## src/rtl/rotary_decoder.sv

```systemverilog
// Quadrature rotary encoder front end: synchronize, debounce, detect detent steps.
// Optional detent position counter is compiled in when ROTARY_POS_COUNT_EN is defined.
module rotary_decoder #(
  parameter logic [15:0] DEB_CYCLES = 16'd5000
) (
  input  logic       clk,
  input  logic       rst_n,
  input  logic       rot_a,
  input  logic       rot_b,
  output logic       rot_event,
  output logic       rot_dir,
  output logic       step_pulse,
  output logic [7:0] pos
);

  logic        a_s1, a_s2, b_s1, b_s2;
  logic        a_filt, b_filt;
  logic [15:0] a_cnt, b_cnt;
  logic        q1, q1_d, q2;
  logic        dir_q;
  logic        step_det;

  always_ff @(posedge clk) begin
    if (!rst_n) begin
      a_s1 <= 1'b0;
      a_s2 <= 1'b0;
      b_s1 <= 1'b0;
      b_s2 <= 1'b0;
    end else begin
      a_s1 <= rot_a;
      a_s2 <= a_s1;
      b_s1 <= rot_b;
      b_s2 <= b_s1;
    end
  end

  // Filtered value follows only after DEB_CYCLES consecutive differing cycles.
  always_ff @(posedge clk) begin
    if (!rst_n) begin
      a_filt <= 1'b0;
      a_cnt  <= 16'd0;
    end else if (a_s2 != a_filt) begin
      if (a_cnt == DEB_CYCLES - 16'd1) begin
        a_filt <= a_s2;
        a_cnt  <= 16'd0;
      end else begin
        a_cnt <= a_cnt + 16'd1;
      end
    end else begin
      a_cnt <= 16'd0;
    end
  end

  always_ff @(posedge clk) begin
    if (!rst_n) begin
      b_filt <= 1'b0;
      b_cnt  <= 16'd0;
    end else if (b_s2 != b_filt) begin
      if (b_cnt == DEB_CYCLES - 16'd1) begin
        b_filt <= b_s2;
        b_cnt  <= 16'd0;
      end else begin
        b_cnt <= b_cnt + 16'd1;
      end
    end else begin
      b_cnt <= 16'd0;
    end
  end

  // q1 marks an excursion that reached 11 after 00; q2 remembers which phase led.
  always_ff @(posedge clk) begin
    if (!rst_n) begin
      q1 <= 1'b0;
      q2 <= 1'b0;
    end else begin
      case ({a_filt, b_filt})
        2'b11: q1 <= 1'b1;
        2'b00: q1 <= 1'b0;
        default: q1 <= q1;
      endcase
      case ({a_filt, b_filt})
        2'b01: q2 <= 1'b1;
        2'b10: q2 <= 1'b0;
        default: q2 <= q2;
      endcase
    end
  end

  assign step_det = q1 & ~q1_d;

  always_ff @(posedge clk) begin
    if (!rst_n) begin
      q1_d       <= 1'b0;
      step_pulse <= 1'b0;
      dir_q      <= 1'b0;
    end else begin
      q1_d       <= q1;
      step_pulse <= step_det;
      dir_q      <= rot_dir;
    end
  end

  // Direction is presented during the detect cycle, one cycle ahead of rot_event.
  assign rot_dir   = step_det ? q2 : dir_q;
  assign rot_event = q1_d;

`ifdef ROTARY_POS_COUNT_EN
  logic [7:0] pos_q;

  always_ff @(posedge clk) begin
    if (!rst_n) begin
      pos_q <= 8'd0;
    end else if (step_pulse) begin
      pos_q <= dir_q ? pos_q + 8'd1 : pos_q - 8'd1;
    end
  end

  assign pos = pos_q;
`else
  assign pos = 8'd0;
`endif

endmodule

```

## config.mk

```make
export PLATFORM = sky130hd
export DESIGN_NAME = rotary_decoder
export DESIGN_NICKNAME = d
export VERILOG_FILES = /design/src/rtl/rotary_decoder.sv
export SDC_FILE = /design/constraint.sdc
export NUM_CORES = 1
export LEC_CHECK = 0
export CAP_MARGIN = 10
export CORE_MARGIN = 5
export CORE_UTILIZATION = 45
export CTS_BUF_LIST = sky130_fd_sc_hd__clkbuf_16
export DETAILED_ROUTE_END_ITERATION = 12
export PLACE_DENSITY_LB_ADDON = 0.08
export SLEW_MARGIN = 20
export SYNTH_ARGS = -nofsm -noshare
export SYNTH_HDL_FRONTEND = slang
export SYNTH_SLANG_ARGS = --single-unit
```

## constraint.sdc

```tcl
create_clock -name clk -period 5.1 [get_ports clk]
set_clock_uncertainty 0.05 [all_clocks]
set_input_delay 0.765 -clock clk [delete_from_list [all_inputs] [get_ports clk]]
set_output_delay 0.765 -clock clk [all_outputs]
set_load 0.02 [all_outputs]
```

## Word-level counts from Yosys, hierarchy flattened

Index checks and enable logic that the tools add are counted.

- RAM bits: 0
- Bits in read-only memories: 0
- Logic and storage cells: 37
- Register bits after elaboration: 43
- Output and inout bits: 11
- Memories: 0
- Input port bits: 4
- Latch bits: 0

- Bitwise gates (word level): 5
- Div/mod/pow operators: 0
- Add/sub/neg operators: 2
- Magnitude comparators: 0
- Shift operators: 0
- Muxes and demuxes: 3
- Eq/ne operators: 7
- Multipliers: 0
- Reduce and logical (&&, ||, !) cells: 7

Operator list:

| cell | number |
|---|---|
| adder 16 x 1 -> 16 bit (second input constant) | 2 |
| equality test 16 x 13 -> 1 bit (second input constant) | 2 |
| OR reduction 3 bit | 2 |
| equality test 2 bit (second input constant) | 2 |
| inverter 1 bit | 4 |
| one-hot mux 1 bit (2 select lines) | 2 |
| AND reduction 2 bit | 2 |
| nonzero test 2 bit | 2 |
| equality test 2 x 1 -> 1 bit (second input constant) | 1 |
| zero test 2 bit | 1 |
| != test 1 bit | 2 |
| AND 1 bit | 1 |
| 2-to-1 mux 1 bit | 1 |

## Depth between registers and ports, before layout

- Depth after elaboration: 3
- Depth in mapped cells: 6
- Gate-level depth less buffers: 5

## Worst setup path before layout

No wires, ideal clock.

- Path type: register to register
- Start: register a_cnt[6]
- End: register a_cnt[12]
- Period minus slack after synthesis: 1.839 ns
- Setup slack: 3.261 ns
- Arrival time: 1.674 ns
- Library setup time: 0.115 ns
- Cell stages (with the launch flop): 6
- Path through: dfxtp_1 -> or4_1 -> or4_4 -> nand3_4 -> buf_6 -> nor2_1

- Longest elaborated chain between the ends: 2
- Elaborated cells between the ends (all ways): 3
- Classes of those cells: add/sub (1); eq/ne (1); reduce/logical (1)

Ends and longest elaborated chain:

| element | RTL line | text |
|---|---|---|
| start: declaration | 18 | `logic [15:0] a_cnt, b_cnt;` |
| start signal: assignment | 47 | `a_cnt <= a_cnt + 16'd1;` |
| parallel branches: the longest is 2 deep, another holds adder 16 x 1 -> 16 bit | -- |  |

Several ways; the timed one is not identified.
A chain may end at the register's enable or synchronous reset.

## Final worst setup path

- Start: register q1_d, in the netlist rot_event
- End: output rot_dir

- Longest elaborated chain between the ends: 3

Ends and longest elaborated chain:

| element | RTL line | text |
|---|---|---|
| start: declaration | 19 | `logic q1, q1_d, q2;` |
| start signal: assignment | 97 | `q1_d <= q1;` |
| inverter 1 bit | 89 | `assign step_det = q1 & ~q1_d;` |
| AND 1 bit | 89 |  |
| 2-to-1 mux 1 bit | 104 | `assign rot_dir = step_det ? q2 : dir_q;` |
| end: declaration | 11 | `output logic rot_dir,` |

No other way between the ends.

==> results.ini <==
[timing]
final_hold_viol_count=0
timing.final.crit_period_ns=2.42
tns_ns=0
whs_ns=0.386
slew_headroom=0.594
rsz0062_at_grt=no
worst_pin_slew_ns=0.607
max_freq_mhz=413
slew_viol_final=0
finalSetupViolations=0
fin_crit_sh=0.475

[worst_setup_path]
crit_type=reg -> out
r2r_setup_slack_ns=3.22
crit_arrival_ns=1.61
start_kind=register
endpoint_kind=primary output
startpoint=rot_event$_SDFF_PN0_
required_ns=4.28
rr_startpoint=a_cnt[3]$_SDFF_PP0_
cp_max_fo=3

[yosys]
ys_types=30
synth.most_common_cell=dfxtp_1
ys_seq_area_frac=0.460
syn_inst=206
synth_top_flop_cell=dfxtp_1
synth_top_area_share=0.460
synth_warnings=0
synthesis.area_sq_mm=0.00187
yosysTopAreaCell=dfxtp_1
synth-edff-count=0
ys_async_sr_fraction=0
synth_area_leaders=dfxtp_1 46%, xnor2_1 11%, nor2_1 7.4%
ys_ff_latch=43
synthTopCellsByCount=43 x dfxtp_1, 37 x nor2_1, 24 x xnor2_1
postSynthAreaPerCell_sq_um=9.08

[floorplan]
io_pins=15
die-width_um=74.5
rows=23
core_sq_mm=0.00403
dieArea_sq_mm=0.00555
dieHeight_um=74.5
start_util=0.464

[clocking]
cts_hold_buf=0
clock-sinks=43
h-tree-depth=2
cts_buffer_depth=2
cts_tree=built
cts-root-buf=clkbuf_16
cts-buffers-inserted=5
clk_latency_ns=0.28
cts_resized=0
postCtsSetupBuffers=0
clk_pin_slew_ns=0.06

[final_layout]
num_antenna_cells=0
area_growth_pct=12.3
multi_input_area_sq_um=920
n_fill_cell=369
fin_nets=222
drive_above_1_share=0.0465
register_area_sq_um=861

[global_routing]
antenna_found_initial=0
grt_pass1_wl_mm=5.54
gr-total-overflow=0
grt_pass1_vias=1282
grt_max_degree=17
track_usage=0.128

[routing]
drt_wl_total_mm=3.17
routed_via_density=5.09
ant_nets=0
wire_per_inst_um=12.0
first_iter_violations=68
drc=0
vias=1350
firstDrtPassIters=5

[outcome]
outcome=finished, final reports clean

[power_and_ir_drop]
vdd_drop_max_mv=0.228
power_density_mw_per_mm2=333
p_leak_nw=0.692

[job]
max_cap_violations=0

[place]
routabilityCongestion=0.740
dpl.hpwl_mm=2.23
io_buffers=6

[worst_hold_path]
hold_class=reg -> reg
hold_start=b_s1$_SDFF_PN0_

worst max-delay path, cell delays in order, from the launching register on:
cell and delay [ns]:
dfxtp_1 0.35, nand2b_1 0.11, mux2_2 0.34, clkdlybuf4s50_1 0.54
placed cells by master (no fill, tap or decap), types with 2 or more instances in the layout:
cell type / instances
nand4_1: 8
nor2b_1: 3
clkdlybuf4s50_1: 6
dfxtp_1: 43
nand2_1: 9
clkbuf_16: 5
inv_1: 9
nand3_1: 11
nor3_1: 7
nor4b_1: 2
nor4_1: 10
xnor2_1: 24
xor2_1: 6
nor2_1: 37
conb_1: 8
and2_1: 7
ha_1: 4
mux2i_1: 2
metrics by stage:
step | worst slack [ns] | instance area, sq um | cells | utilization | power, mW
2_1_floorplan | 3.26 | 1900 | 213 | - | 0.361
3_3_place_gp | 2.77 | 1940 | 257 | 0.481 | 0.359
3_5_place_dp | 2.66 | 1940 | 257 | 0.481 | 0.360
4_1_cts | 2.66 | 2100 | 265 | 0.521 | 0.710
5_1_grt | 2.63 | 2100 | 265 | 0.521 | 0.729
6_report | 2.68 | 2100 | 265 | 0.521 | 0.700
final cells by class:
class,instances,share of cell area
clock buffers,5,0.0596
multi-input cells,149,0.438
flip-flops and latches,43,0.410
well taps,50,0.0298
clock inverters,3,0.0185
repair buffers,6,0.0286
inverters,9,0.0161
cell families (layout without fill, tap and decap cells):
| logic type | after synthesis | count (layout) | synth area share |
|---|---|---|---|
| AO/OA/AOI/OAI | 2 | 2 | 0.00802 |
| buffers and inverters | 21 | 23 | 0.0622 |
| flip-flops | 43 | 43 | 0.460 |
| other | 1 | 8 | 0.00200 |
| adder cells (fa/ha/maj) | 4 | 4 | 0.0268 |
| XOR/XNOR | 30 | 30 | 0.140 |
| AND/OR/NAND/NOR | 102 | 102 | 0.284 |
| multiplexers | 3 | 3 | 0.0167 |
registers in the layout, summed over array words and instances, names as in the netlist:
| signal | count |
|---|---|
| step_pulse | 1 |
| b_filt | 1 |
| a_cnt | 16 |
| b_cnt | 16 |
| rot_event | 1 |
| q1 | 1 |
| q2 | 1 |
| b_s2 | 1 |
| dir_q | 1 |
| a_s1 | 1 |
| b_s1 | 1 |
| a_s2 | 1 |
| a_filt | 1 |
routing by layer:
metal  vias up  global-route usage  share of wire
met5         -                   0              0
met4         0              0.0474          0.011
met3         4              0.0405          0.039
met2        28               0.214           0.49
met1       625               0.154           0.46
li1        693                   -              -
power by group:
group / internal, mW / switching, mW
Clock: 0.228 / 0.120
Sequential: 0.338 / 0.00107
Combinational: 0.00375 / 0.00947
Total: 0.570 / 0.130
worst paths after layout:
path	to	cells after the start
min reg2reg	b_s2$_SDFF_PN0_	1
min	b_s2$_SDFF_PN0_	1
max reg2reg	a_cnt[15]$_SDFF_PP0_	4
max	rot_dir	3
(Power assumes the default switching activity.)
